File: src/rtl/fir_coeff_loader.sv
// Double-buffered coefficient loader feeding the parallel FIR coeff_i bus.
// Define FIR_COEFF_CHECKSUM_EN to require a trailing wrapping-sum word before a set can be armed.
module fir_coeff_loader #(
   parameter int                 taps          = 9,
   parameter logic [18*taps-1:0] DEFAULT_COEFF = (18*taps)'(18'h20000) << (18*(taps-1))
) (
   input  logic                  clk_i,
   input  logic                  rst_i,
   input  logic                  start_i,
   input  logic                  wr_i,
   input  logic [17:0]           data_i,
   input  logic                  swap_i,
   output logic [18*taps-1:0]    coeff_o,
   output logic                  busy_o,
   output logic                  armed_o,
   output logic                  update_o,
   output logic                  err_o
);

   localparam int CW = $clog2(taps + 1);

   typedef enum logic [1:0] {
      ST_IDLE,
      ST_LOAD,
`ifdef FIR_COEFF_CHECKSUM_EN
      ST_CHECK,
`endif
      ST_ARMED
   } state_t;

   state_t                 state;
   logic [CW-1:0]          cnt;
   // Element taps-1 sits at the MSBs, so tap k lives in element taps-1-k.
   logic [taps-1:0][17:0]  shadow;
`ifdef FIR_COEFF_CHECKSUM_EN
   logic [17:0]            sum;
`endif

   // NOTE: all state here uses non-blocking assignments so every register
   // samples pre-edge values, independent of statement order in this block.
   always_ff @(posedge clk_i) begin
      if (rst_i) begin
         state    <= ST_IDLE;
         cnt      <= '0;
         // NOTE: the shadow bank is a flop array, not a RAM, so it can be
         // cleared on reset and copied to coeff_o in a single edge.
         shadow   <= '0;
         coeff_o  <= DEFAULT_COEFF;
         busy_o   <= 1'b0;
         armed_o  <= 1'b0;
         update_o <= 1'b0;
         err_o    <= 1'b0;
`ifdef FIR_COEFF_CHECKSUM_EN
         sum      <= '0;
`endif
      end else begin
         err_o    <= 1'b0;
         update_o <= 1'b0;
         case (state)
            ST_IDLE: begin
               if (start_i) begin
                  state   <= ST_LOAD;
                  cnt     <= '0;
                  busy_o  <= 1'b1;
`ifdef FIR_COEFF_CHECKSUM_EN
                  sum     <= '0;
`endif
               end else if (wr_i) begin
                  err_o   <= 1'b1;
               end
            end

            ST_LOAD: begin
               if (start_i) begin
                  err_o   <= 1'b1;
                  cnt     <= '0;
`ifdef FIR_COEFF_CHECKSUM_EN
                  sum     <= '0;
`endif
               end else if (wr_i) begin
                  for (int k = 0; k < taps; k++) begin
                     if (cnt == CW'(k)) shadow[taps-1-k] <= data_i;
                  end
                  cnt <= cnt + CW'(1);
`ifdef FIR_COEFF_CHECKSUM_EN
                  sum <= sum + data_i;
                  if (cnt == CW'(taps - 1)) state <= ST_CHECK;
`else
                  if (cnt == CW'(taps - 1)) begin
                     state   <= ST_ARMED;
                     busy_o  <= 1'b0;
                     armed_o <= 1'b1;
                  end
`endif
               end
            end

`ifdef FIR_COEFF_CHECKSUM_EN
            ST_CHECK: begin
               if (start_i) begin
                  state   <= ST_LOAD;
                  err_o   <= 1'b1;
                  cnt     <= '0;
                  sum     <= '0;
               end else if (wr_i) begin
                  busy_o  <= 1'b0;
                  if (data_i == sum) begin
                     state   <= ST_ARMED;
                     armed_o <= 1'b1;
                  end else begin
                     state   <= ST_IDLE;
                     shadow  <= '0;
                     err_o   <= 1'b1;
                  end
               end
            end
`endif

            ST_ARMED: begin
               // A restart outranks a simultaneous commit.
               if (start_i) begin
                  state   <= ST_LOAD;
                  cnt     <= '0;
                  busy_o  <= 1'b1;
                  armed_o <= 1'b0;
                  err_o   <= 1'b1;
`ifdef FIR_COEFF_CHECKSUM_EN
                  sum     <= '0;
`endif
               end else begin
                  if (wr_i) err_o <= 1'b1;
                  if (swap_i) begin
                     coeff_o  <= shadow;
                     update_o <= 1'b1;
                     armed_o  <= 1'b0;
                     state    <= ST_IDLE;
                  end
               end
            end

            default: begin
               state   <= ST_IDLE;
               busy_o  <= 1'b0;
               armed_o <= 1'b0;
            end
         endcase
      end
   end

endmodule

File: config.mk
export PLATFORM = sky130hd
export DESIGN_NAME = fir_coeff_loader
export DESIGN_NICKNAME = d
export VERILOG_FILES = /design/src/rtl/fir_coeff_loader.sv
export SDC_FILE = /design/constraint.sdc
export NUM_CORES = 1
export LEC_CHECK = 0
export ABC_CLOCK_PERIOD_IN_PS = 3750
export BUFFER_PORTS_ARGS = -buffer_cell sky130_fd_sc_hd__buf_2
export CAP_MARGIN = 20
export CORE_MARGIN = 3
export CORE_UTILIZATION = 60
export CTS_CLUSTER_SIZE = 14
export DETAILED_ROUTE_END_ITERATION = 10
export PLACE_DENSITY = 0.8
export SETUP_SLACK_MARGIN = 0.4
export SLEW_MARGIN = 20
export SYNTH_ARGS = -nofsm -noshare
export SYNTH_HDL_FRONTEND = slang
export SYNTH_SLANG_ARGS = --single-unit
File: constraint.sdc
create_clock -name clk_i -period 3.75 [get_ports clk_i]
set_clock_uncertainty 0.15 [all_clocks]
set_input_delay 0.75 -clock clk_i [delete_from_list [all_inputs] [get_ports clk_i]]
set_output_delay 0.75 -clock clk_i [all_outputs]
set_load 0.05 [all_outputs]
==> metrics.md <==
| Metric | Value |
|---|---|
| Post-CTS Hold Fix Bufs | 0 |
| Crit. End Element | register |
| Routed Antenna Nets | 0 |
| CTS max path bufs | 3 |
| Fin. Hold Viols | 0 |
| Ports | approximately 190 |
| Setup WS post-layout | 1560 ps |
| Critical Path Max Stage Delay | around 600 ps |
| Iter 0 DRT Violations | between 800 and 900 |
| Total gr overflow | 0 |
| Routability cong. | 0.863 |
| Status | complete, no violations |
| P_leak | 6.17 nW |
| Area growth from synthesis to layout | 15.9% |
| Post-Syn Instances | around 1300 |
| I/O Buffers | 188 |
| Initial antenna violation count | 0 |
| WP data arrival | 2480 ps |
| Tmin final | around 2200 ps |
| DR vias/cell | 5.59 |
| Synth warn | 0 |
| Clock Tree Root | clkbuf_16 |
| Avg WL per Cell | roughly 17 um |
| Final TNS setup | 0 ps |
| Clk pin slew, worst setup/hold paths | ~60 ps |
| Std-Cell Rows | between 50 and 60 |
| Post_cts resized | 0 |
| Max-slew headroom | between 20% and 30% |
| Worst setup SP type | register |
| Final WL | about 30000 um |
| Post-route DRC | 0 |
| Setup Fix Bufs, Post-CTS | 0 |
| Layout Nets | ~1500 |
| Initial Util | 61.4% |
| Cell count after placement | between 1500 and 2000 |
| GRT Total Usage | around a quarter |
| Cell variety after synth | 38 |
| CTS tree | yes |
| Antenna cells | 0 |
| First-pass GRT wire length | ~47000 um |
| Max-Cap Viols | 0 |
| CORE AREA | between 15000 and 20000 sq um |
| Vias | 9852 |
| Period utilisation layout | roughly 58% |
| Total CTS buffers | 31 |
| Ranking of synthesized cells by area | dfxtp_1, nand2_1, mux2i_1 |
| PD cells | 490 nW/um^2 |
| Max frequency | between 400 and 500 MHz |
| Final non-filler cell total | 1764 |
| Class of the worst hold path | register to register |
| Die height | 148 um |
| Dpl hpwl | between 15000 and 20000 um |
| Vias in the first global route | between 9000 and 10000 |
| RSZ-0062 raised after global routing | false |
| Worst path cell trace | nor2b_1, and3_4, mux2i_1 |
| Worst path required time | slightly above 4000 ps |
| Most numerous cell in the Yosys netlist | nand2_1 |
| Syn nets | 1369 |
| VDD IR max | 0.000368 V |
| Top Family by Delay on Critical Path | simple AND/OR/NAND/NOR gates |
| Router iterations before antenna repair | 5 |
| Synth Cell Area | around 12000 sq um |
| Clk_lat worst skew | approximately 540 ps |
| Seq cells post-synth | around 330 |
| Area leader, netlist | dfxtp_1 |
| Worst-margin pin slew | between 1000 and 1500 ps |
| Layout cells sized above 1 | 17.3% |
| Largest net degree at the start of global routing | just over 100 |
| Top cells by count, synth | nand2_1, dfxtp_1, a21oi_1, mux2i_1, clkbuf_1 |
| Die W | about 150 um |
| Slowest CP cell | nor2b_1 |
| Final design utilization | a little under three quarters |
| Crit-path max FO | 18 |
| # setup viols final | 0 |
| Main synth FF type | dfxtp_1 |
| Sequential share of the synthesized area | a little under three fifths |
| H-Tree Depth | 1 |
| Fill cells | between 1500 and 2000 |
| Final Slew Violations | 0 |
| Post-synth EDFFs | 0 |
| Mean post-synth cell area | ~9.0 sq um |
| Asr flop ratio synth | 0% |
| WP buf/inv | 0 |
| Die area | roughly 22000 sq um |
| Share of the synthesized area in the top cell type | a little under three fifths |
| Setup CP Type | register to register |
| Clk sinks | between 300 and 400 |
| DP Worst Slack | around 1100 ps |
[worst paths after layout]
kind,start,endpoint,slack [ps],cells after the start
worst min-delay path,shadow[86],coeff_o[86],300,2
worst max register to register,state[0],shadow[26],1560,3
worst max-delay path,state[0],shadow[26],1560,3
worst min register to register,shadow[86],coeff_o[86],300,2
[layout make-up]
class                      count  area [sq um]  share of cell area (%)
sequential                   334          6690                    48.0
multi-input combinational    901          4780                    34.3
timing repair buffer         203          1110                    7.96
clock buffer                  48           940                    6.74
tap                          265           332                    2.38
clock inverter                 8          71.3                   0.512
inverter                       5          21.3                   0.153
[cells by family (layout without fill, tap and decap cells)]
family          count (synthesis)  after routing  share of synthesized area (%)
compound gates                212            212                           9.02
fa+ha+maj                       4              4                          0.416
buf+inv                       107            264                           4.85
flops                         334            334                           55.6
mux                           145            145                           12.1
simple gates                  540            540                           18.1
[metrics by stage]
step	power [mW]	instance area (sq um)	hold WS (ps)
global route	7.01	13900	310
global placement	3.83	12900	287
finish	6.83	13900	299
detailed placement	3.83	12900	292
CTS	6.85	13900	298
floorplan	3.75	12000	278
[flip-flops by register name, indices dropped and copies added, names as in the netlist]
| name | flops |
|---|---|
| update_o | 1 |
| shadow | 162 |
| coeff_o | 162 |
| err_o | 1 |
| armed_o | 1 |
| busy_o | 1 |
| cnt | 4 |
| state | 2 |
[report_power, final]
part | switching (mW) | total, mW | internal (mW)
Combinational | 0.156 | 0.191 | 0.0352
Clock | 1.29 | 3.07 | 1.78
Sequential | 0.00724 | 3.56 | 3.56
[layer usage]
metal | vias up | track usage [%] | routed length (um)
met3 | 60 | 4.17 | 2320
met4 | 0 | 8.06 | 834
met5 | - | 0 | 0
li1 | 4670 | - | -
met1 | 4734 | 37.7 | 13400
met2 | 388 | 42.6 | 14000
[worst reg2reg max path: stages, from the launching register on]
cell and delay [ps]:
dfxtp_1 550, nor2b_1 600, and3_4 540, mux2i_1 260
[placed cells by master (no fill, tap or decap), types with 2 or more instances in the layout]
master,netlist,layout
inv_1,5,4
clkinv_2,0,5
clkbuf_1,44,7
nor3b_1,2,2
ha_1,4,4
nor3_1,3,3
buf_2,27,187
nor2b_1,3,3
nand2_1,489,489
a21oi_1,184,184
o21ai_0,20,20
nand3_1,27,27
clkbuf_8,0,10
nor2_1,3,3
clkbuf_16,0,31
buf_4,16,11
nand3b_1,2,2
dfxtp_1,334,334
and4bb_4,1,2
buf_12,0,4
mux2i_1,145,145
No activity file was read; power rests on OpenSTA's default activity.
